==> src/rtl/op_sequencer.sv <==
`default_nettype none
// ============================================================================
// Module   : op_sequencer
// Brief    : Opcode-driven sequencer (IDLE->ASK->CHOOSE->exec->DONE) computing
//            multiply / add / subtract, plus divide when OP_SEQ_DIVIDE_EN is
//            defined.
// Revision : 1.0
// ============================================================================
module op_sequencer #(
    parameter int WIDTH = 8,
    parameter int CNT_W = $clog2(WIDTH) + 1
) (
    input  logic                 clk,
    input  logic                 reset,
    input  logic                 start,
    input  logic [1:0]           opcode,
    input  logic [WIDTH-1:0]     a,
    input  logic [WIDTH-1:0]     b,
    output logic                 busy,
    output logic                 done,
    output logic [2*WIDTH-1:0]   result,
    output logic                 flag,
    output logic                 err,
    output logic [2:0]           state
);

    typedef enum logic [2:0] {
        S_IDLE   = 3'd0,
        S_ASK    = 3'd1,
        S_CHOOSE = 3'd2,
        S_MUL    = 3'd3,
        S_ADD    = 3'd4,
        S_SUB    = 3'd5,
        S_DIV    = 3'd6,
        S_DONE   = 3'd7
    } state_t;

    localparam logic [CNT_W-1:0] c_last = CNT_W'(WIDTH - 1);

    state_t               r_state;
    logic [WIDTH-1:0]     r_a;
    logic [WIDTH-1:0]     r_b;
    logic [1:0]           r_op;
    logic [2*WIDTH-1:0]   r_acc;
    logic [2*WIDTH-1:0]   r_mcand;
    logic [CNT_W-1:0]     r_cnt;
    logic                 r_busy;
    logic                 r_done;
    logic [2*WIDTH-1:0]   r_result;
    logic                 r_flag;
    logic                 r_err;

    logic [WIDTH:0]       w_sum;
    logic [WIDTH:0]       w_diff;
    logic [2*WIDTH-1:0]   w_acc_nxt;
    logic                 w_last;

    assign w_sum     = {1'b0, r_a} + {1'b0, r_b};
    assign w_diff    = {1'b0, r_a} - {1'b0, r_b};
    assign w_acc_nxt = r_b[0] ? (r_acc + r_mcand) : r_acc;
    assign w_last    = (r_cnt == c_last);

`ifdef OP_SEQ_DIVIDE_EN
    // Restoring divide: r_a shifts the dividend out of its MSB while the
    // quotient bits shift in at its LSB.
    logic [WIDTH-1:0]     r_rem;
    logic [WIDTH:0]       w_rem_sh;
    logic [WIDTH:0]       w_try;
    logic                 w_ge;
    logic [WIDTH-1:0]     w_rem_nxt;
    logic [WIDTH-1:0]     w_quo_nxt;

    assign w_rem_sh  = {r_rem, r_a[WIDTH-1]};
    assign w_try     = w_rem_sh - {1'b0, r_b};
    assign w_ge      = ~w_try[WIDTH];
    assign w_rem_nxt = w_ge ? w_try[WIDTH-1:0] : w_rem_sh[WIDTH-1:0];
    assign w_quo_nxt = {r_a[WIDTH-2:0], w_ge};
`endif

    always_ff @(posedge clk or negedge reset) begin
        if (!reset) begin
            r_state  <= S_IDLE;
            r_a      <= '0;
            r_b      <= '0;
            r_op     <= '0;
            r_acc    <= '0;
            r_mcand  <= '0;
            r_cnt    <= '0;
            r_busy   <= 1'b0;
            r_done   <= 1'b0;
            r_result <= '0;
            r_flag   <= 1'b0;
            r_err    <= 1'b0;
`ifdef OP_SEQ_DIVIDE_EN
            r_rem    <= '0;
`endif
        end else begin
            r_done <= 1'b0;
            case (r_state)
                S_IDLE: begin
                    if (start) begin
                        r_a     <= a;
                        r_b     <= b;
                        r_op    <= opcode;
                        r_busy  <= 1'b1;
                        r_state <= S_ASK;
                    end
                end
                S_ASK: begin
                    r_acc   <= '0;
                    r_cnt   <= '0;
                    r_mcand <= {{WIDTH{1'b0}}, r_a};
`ifdef OP_SEQ_DIVIDE_EN
                    r_rem   <= '0;
`endif
                    r_state <= S_CHOOSE;
                end
                S_CHOOSE: begin
                    case (r_op)
                        2'd0: r_state <= S_MUL;
                        2'd1: r_state <= S_ADD;
                        2'd2: r_state <= S_SUB;
                        default: begin
`ifdef OP_SEQ_DIVIDE_EN
                            r_state <= S_DIV;
`else
                            r_result <= '0;
                            r_flag   <= 1'b0;
                            r_err    <= 1'b1;
                            r_done   <= 1'b1;
                            r_state  <= S_DONE;
`endif
                        end
                    endcase
                end
                S_MUL: begin
                    // Fixed WIDTH iterations regardless of operand values.
                    r_acc   <= w_acc_nxt;
                    r_mcand <= r_mcand << 1;
                    r_b     <= r_b >> 1;
                    r_cnt   <= r_cnt + 1'b1;
                    if (w_last) begin
                        r_result <= w_acc_nxt;
                        r_flag   <= 1'b0;
                        r_err    <= 1'b0;
                        r_done   <= 1'b1;
                        r_state  <= S_DONE;
                    end
                end
                S_ADD: begin
                    r_result <= {{(WIDTH-1){1'b0}}, w_sum};
                    r_flag   <= w_sum[WIDTH];
                    r_err    <= 1'b0;
                    r_done   <= 1'b1;
                    r_state  <= S_DONE;
                end
                S_SUB: begin
                    r_result <= {{WIDTH{1'b0}}, w_diff[WIDTH-1:0]};
                    r_flag   <= w_diff[WIDTH];
                    r_err    <= 1'b0;
                    r_done   <= 1'b1;
                    r_state  <= S_DONE;
                end
`ifdef OP_SEQ_DIVIDE_EN
                S_DIV: begin
                    if (r_b == '0) begin
                        r_result <= {r_a, {WIDTH{1'b1}}};
                        r_flag   <= 1'b0;
                        r_err    <= 1'b1;
                        r_done   <= 1'b1;
                        r_state  <= S_DONE;
                    end else begin
                        r_rem <= w_rem_nxt;
                        r_a   <= w_quo_nxt;
                        r_cnt <= r_cnt + 1'b1;
                        if (w_last) begin
                            r_result <= {w_rem_nxt, w_quo_nxt};
                            r_flag   <= 1'b0;
                            r_err    <= 1'b0;
                            r_done   <= 1'b1;
                            r_state  <= S_DONE;
                        end
                    end
                end
`endif
                S_DONE: begin
                    r_busy  <= 1'b0;
                    r_state <= S_IDLE;
                end
                default: begin
                    r_busy  <= 1'b0;
                    r_state <= S_IDLE;
                end
            endcase
        end
    end

    assign busy   = r_busy;
    assign done   = r_done;
    assign result = r_result;
    assign flag   = r_flag;
    assign err    = r_err;
    assign state  = r_state;

endmodule
`default_nettype wire

==> config.mk <==
export PLATFORM = sky130hd
export DESIGN_NAME = op_sequencer
export DESIGN_NICKNAME = d
export VERILOG_FILES = /design/src/rtl/op_sequencer.sv
export SDC_FILE = /design/constraint.sdc
export NUM_CORES = 1
export LEC_CHECK = 0
export CORE_UTILIZATION = 58
export DETAILED_ROUTE_END_ITERATION = 7
export PLACE_DENSITY_LB_ADDON = 0.1
export SYNTH_ARGS = -nofsm -noshare
export SYNTH_HDL_FRONTEND = slang
export SYNTH_SLANG_ARGS = --single-unit
==> constraint.sdc <==
create_clock -name clk -period 3.1 [get_ports clk]
set_input_delay 0.62 -clock clk [delete_from_list [all_inputs] [get_ports clk]]
set_output_delay 0.62 -clock clk [all_outputs]
set_load 0.03 [all_outputs]
Word level (Yosys, flattened, before mapping)
Index checks and enable logic that the tools add are counted.
{"block": "word_totals", "regBits": 77, "in_bits": 21}
{"block": "op_classes", "addsub": 4, "eq_ne": 11, "mux": 23, "bitwise": 1, "reduce_logical": 15}
{"cell": "$pmux W16 S2", "count": 2}
{"cell": "$pmux W16 S4", "count": 1}
{"cell": "$mux W16", "count": 3}
{"cell": "$add A16 B16 Y16", "count": 1}
{"cell": "$pmux W8 S2", "count": 1}
{"cell": "$pmux W3 S5", "count": 1}
{"cell": "$add A8 B8 Y9", "count": 1}
{"cell": "$pmux W3 S3", "count": 1}
{"cell": "$sub A8 B8 Y9", "count": 1}
{"cell": "$mux W8", "count": 1}
{"cell": "$pmux W4 S2", "count": 1}
{"cell": "$reduce_and A2 Y1", "count": 4}
{"cell": "$eq A3 B2 Y1 const B", "count": 2}
{"cell": "$eq A3 B3 Y1 const B", "count": 2}
{"cell": "$mux W1", "count": 6}
{"cell": "$mux W3", "count": 2}
{"cell": "$ne A2 B2 Y1 const B", "count": 3}
{"cell": "$pmux W1 S3", "count": 2}
{"cell": "$reduce_and A3 Y1", "count": 2}
{"cell": "$reduce_or A5 Y1", "count": 1}
{"cell": "$add A4 B1 Y4 const B", "count": 1}
{"cell": "$eq A4 B3 Y1 const B", "count": 1}
{"cell": "$pmux W1 S4", "count": 1}
{"cell": "$reduce_bool A2 Y1", "count": 2}
{"cell": "other kinds (11)", "count": 11}

Depth between registers and ports, before layout
{"block": "depth", "word_depth": 4, "depth_mapped": 10, "ltp_nobuf": 10}

Least setup slack after synthesis
OpenSTA, ideal clock, no wires.
{"block": "synth_timing", "path_type": "flip-flop to flip-flop", "from": "reg r_acc[0]", "to": "reg r_result[10], in the netlist result[10]", "setup_time_ns": 0.065, "arrival_ns": 2.215, "slack_ns": 0.820, "stages_incl_launch_ff": 10, "n_path_buf": 0, "synth_period_minus_slack_ns": 2.280, "path_cell_list": "dfrtp_1 > ha_1 > fa_1 > nand3_2 > a31oi_4 > a211oi_2 > nor2_2 > xnor2_1 > a2111oi_1 > a21o_1"}
{"block": "synth_between", "elab_chain_cells": 4}
{"item": "start: declaration", "line_no": "44", "text": "logic [2*WIDTH-1:0] r_acc;"}
{"item": "start signal: assignment", "line_no": "138", "text": "r_acc <= w_acc_nxt;"}
{"item": "$add A16 B16 Y16", "line_no": "60", "text": "assign w_acc_nxt = r_b[0] ? (r_acc + r_mcand) : r_acc;"}
{"item": "$mux W16", "line_no": "60"}
{"item": "$mux W16", "line_no": "142", "text": "if (w_last) begin"}
{"item": "$pmux W16 S4", "line_no": "99", "text": "case (r_state)"}
{"item": "end signal: assignment", "line_no": "143", "text": "r_result <= w_acc_nxt;"}
{"item": "end signal: assignment", "line_no": "151", "text": "r_result <= {{(WIDTH-1){1'b0}}, w_sum};"}
{"item": "end signal: assignment", "line_no": "158", "text": "r_result <= {{WIDTH{1'b0}}, w_diff[WIDTH-1:0]};"}
{"item": "end: declaration", "line_no": "49", "text": "logic [2*WIDTH-1:0] r_result;"}
Every way passes these cells. The select of a mux whose other input is x is not followed.
A chain may end at the register's enable or synchronous reset.

Final worst setup path
{"block": "layout_timing", "from": "reg r_acc[0]", "to": "reg r_result[8], in the netlist result[8]"}
The elaborated chain is that of the path after synthesis.

==> results.sh <==
export IMPL_vias=3964
export IMPL_yosys_warnings=0
export IMPL_global_route_usage_met2=0.447
export IMPL_ant_nets=0
export IMPL_clkPwrFrac=0.154
export IMPL_fin_hold_ws_ps=420
export IMPL_synth_cells=505
export IMPL_finalHoldViolCount=0
export IMPL_internal_power_mw=3.04
export IMPL_cp_data_required_time_ps=3350
export IMPL_clk_insertion_delay_late_ps=360
export IMPL_critPathMaxFanout=3
export IMPL_fin_nets=602
export IMPL_dp_hpwl_um=8160
export IMPL_r2r_start="r_acc[0]$_DFFE_PN0P_"
export IMPL_ios=44
export IMPL_initial_core_util=0.612
export IMPL_die_w_um=93.0
export IMPL_busiest_layer="met2"
export IMPL_fmax_mhz=379
export IMPL_cp_end_kind="flip-flop"
export IMPL_rrSetupSlack_ps=460
export IMPL_track_usage=0.284
export IMPL_maxCapViolations=0
export IMPL_switching_share=0.463
export IMPL_final_setup_tns_ps=0
export IMPL_cts_root_buf="clkbuf_8"
export IMPL_cts_tree="built"
export IMPL_cts_buffers=9
export IMPL_slew_viol_final=0
export IMPL_leakage_nw=2.52
export IMPL_io_buffers=43
export IMPL_area_delta_synth_final_pct=15.2
export IMPL_drive_above_1_share=0.0842
export IMPL_clkSinkCount=77
export IMPL_dr_pass1_iters=5
export IMPL_reg2regPathDepth=9
export IMPL_avgSynthCellArea_um2=9.51
export IMPL_fp_coreArea_um2=7850
export IMPL_ys_seq_area_frac=0.401
export IMPL_relSlewSlack=0.344
export IMPL_final_common_cell="dfrtp_1"
export IMPL_synthArstFlopShare=1.00
export IMPL_die_area_um2=8650
export IMPL_grt_pass1_wl_um=19000
export IMPL_die_h_um=93.0
export IMPL_start_kind="flip-flop"
export IMPL_synth_nets=566
export IMPL_gp_congestion=0.922
export IMPL_grt_use_met3=0.0423
export IMPL_setup_viol=0
export IMPL_clock_skew_ps=12.8
export IMPL_grt_overflow=0
export IMPL_cp_arrival_ps=2890
export IMPL_clockBufferDepth=2
export IMPL_cts_resized=0
export IMPL_grtUsageMet1=0.400
export IMPL_mostFrequentLayoutCells="dfrtp_1 (77), nand2_1 (52), clkdlybuf4s50_1 (42)"
export IMPL_rsz0062_at_grt="false"
export IMPL_drc=0
export IMPL_finalWirelength_um=11500
export IMPL_rr_endpoint="result[8]$_DFFE_PN0P_"
export IMPL_period_needed_ps=2640
export IMPL_p_sw_mw=2.62
export IMPL_wl_per_cell_um=17.7
export IMPL_combPwrFrac=0.548
export IMPL_cellPowerDensity_nw_per_um2=1020
export IMPL_grt_pass1_vias=3811
export IMPL_power_mw=5.66
export IMPL_syn_area_um2=4800
export IMPL_fin_crit_sh=0.851
export IMPL_drt_iter0_drc=257
export IMPL_synth_edf_count=0
export IMPL_synth_cell_types=61
export IMPL_path_class="flip-flop to flip-flop"
export IMPL_yosys_register_bits=77
export IMPL_grt_max_degree=78
export IMPL_ir_drop_uv=504
export IMPL_cts_setup_buffers=0
export IMPL_vias_per_cell=6.12
export IMPL_power_frac_seq=0.298
export IMPL_worst_pin_slew_ps=984
export IMPL_antenna_found_initial=0
export IMPL_h_tree_depth=3
export IMPL_cts_hold_buf=0
export IMPL_antenna_cells=0
export IMPL_clk_pin_slew_ps=90
export IMPL_status="finished clean"
export IMPL_floorplan_rows=32
export IMPL_ys_flop_type="dfrtp_1"
export IMPL_fin_util=0.705
export IMPL_min_path_type="primary input to async pin"
==> final cells by class <==
| cell class | count | area [µm²] |
|---|---|---|
| Sequential cell | 77 | 1930 |
| Clock buffer | 9 | 124 |
| Clock inverter | 7 | 97.6 |
| Fill cell | 626 | 2320 |
| Tap cell | 102 | 128 |
| Multi-Input combinational cell | 380 | 2680 |
| Inverter | 21 | 78.8 |
| Timing Repair Buffer | 52 | 495 |
==> power groups by stage <==
stage	registers (mW)	clock network [mW]	logic (mW)
2_1_floorplan	1.75	0	2.13
3_3_place_gp	1.68	0	2.99
3_5_place_dp	1.70	0	3.05
4_1_cts	1.68	0.881	3.08
5_1_grt	1.74	0.913	3.41
6_report	1.68	0.875	3.10
==> layer usage <==
metal  routed length, µm  vias to the layer above  part of all wire
met4                 207                        0             0.018
met3                 656                       22             0.057
met5                   0                        -                 0
li1                    -                     1908                 -
met2                5250                      139              0.46
met1                5370                     1895              0.47
==> critical path, stage by stage, from the launching register on <==
cell and delay [ps]:
dfrtp_1 400, ha_1 260, fa_1 460, nand3_2 130, a31oi_4 100, a21o_1 220
or3_1 320, a31oi_1 320, o21ai_1 120, a22o_1 190
==> cell usage after synthesis (3+ instances only) <==
library cell / instances / area share
buf_2: 4 / 0.0042
o22ai_1: 5 / 0.0065
clkbuf_1: 17 / 0.013
nand3_1: 5 / 0.0052
o21ai_0: 41 / 0.043
nor2_1: 33 / 0.026
a221o_1: 7 / 0.015
mux2_2: 6 / 0.014
a21oi_1: 29 / 0.030
and3_1: 3 / 0.0039
nor2b_1: 3 / 0.0039
o31ai_1: 7 / 0.011
a31oi_1: 7 / 0.0091
o21bai_1: 4 / 0.0063
nor3b_1: 3 / 0.0047
a21o_1: 10 / 0.016
xor2_1: 7 / 0.013
a211oi_1: 5 / 0.0078
nand2b_1: 8 / 0.010
o21ai_1: 7 / 0.0073
nand2_1: 52 / 0.041
a22oi_1: 3 / 0.0047
mux2i_1: 14 / 0.029
dfrtp_1: 77 / 0.40
a22o_1: 21 / 0.038
or3_1: 3 / 0.0039
inv_1: 20 / 0.016
fa_1: 3 / 0.013
o21a_1: 4 / 0.0063
buf_4: 5 / 0.0078
xnor2_1: 10 / 0.018
ha_1: 37 / 0.096
nor3_1: 10 / 0.010
==> state kept, by name (all words and copies together), names as in the netlist <==
register and count:
busy 1, err 1, result 16, done 1, r_cnt 4, r_acc 16
r_b 8, r_mcand 16, r_op 2, flag 1, state 3, r_a 8
==> worst max-delay path by stage <==
stage	slack, ps	startpoint	endpoint	cells past startpoint
after global placement	630	r_acc[0]$_DFFE_PN0P_	result[8]$_DFFE_PN0P_	9
after detailed placement	520	r_acc[0]$_DFFE_PN0P_	result[8]$_DFFE_PN0P_	9
after global routing	350	r_acc[0]$_DFFE_PN0P_	result[8]$_DFFE_PN0P_	9
final	460	r_acc[0]$_DFFE_PN0P_	result[8]$_DFFE_PN0P_	9
after CTS	500	r_acc[0]$_DFFE_PN0P_	result[8]$_DFFE_PN0P_	9
after floorplan	820	r_acc[0]$_DFFE_PN0P_	result[10]$_DFFE_PN0P_	9
==> stage by stage <==
stage,area [µm²],cells,setup slack (ps)
6_report,5530,648,462
5_1_grt,5530,648,345
4_1_cts,5530,648,496
3_5_place_dp,5310,632,525
3_3_place_gp,5310,632,633
2_1_floorplan,4800,505,820
==> logic make-up after synthesis <==
logic type | count (synthesis) | synth area share
simple gates | 136 | 0.137
buf+inv | 48 | 0.0425
fa+ha+maj | 40 | 0.109
flops | 77 | 0.401
mux | 20 | 0.0433
xor+xnor | 17 | 0.0310
compound gates | 167 | 0.236
Power figures use the tool's default switching activity.
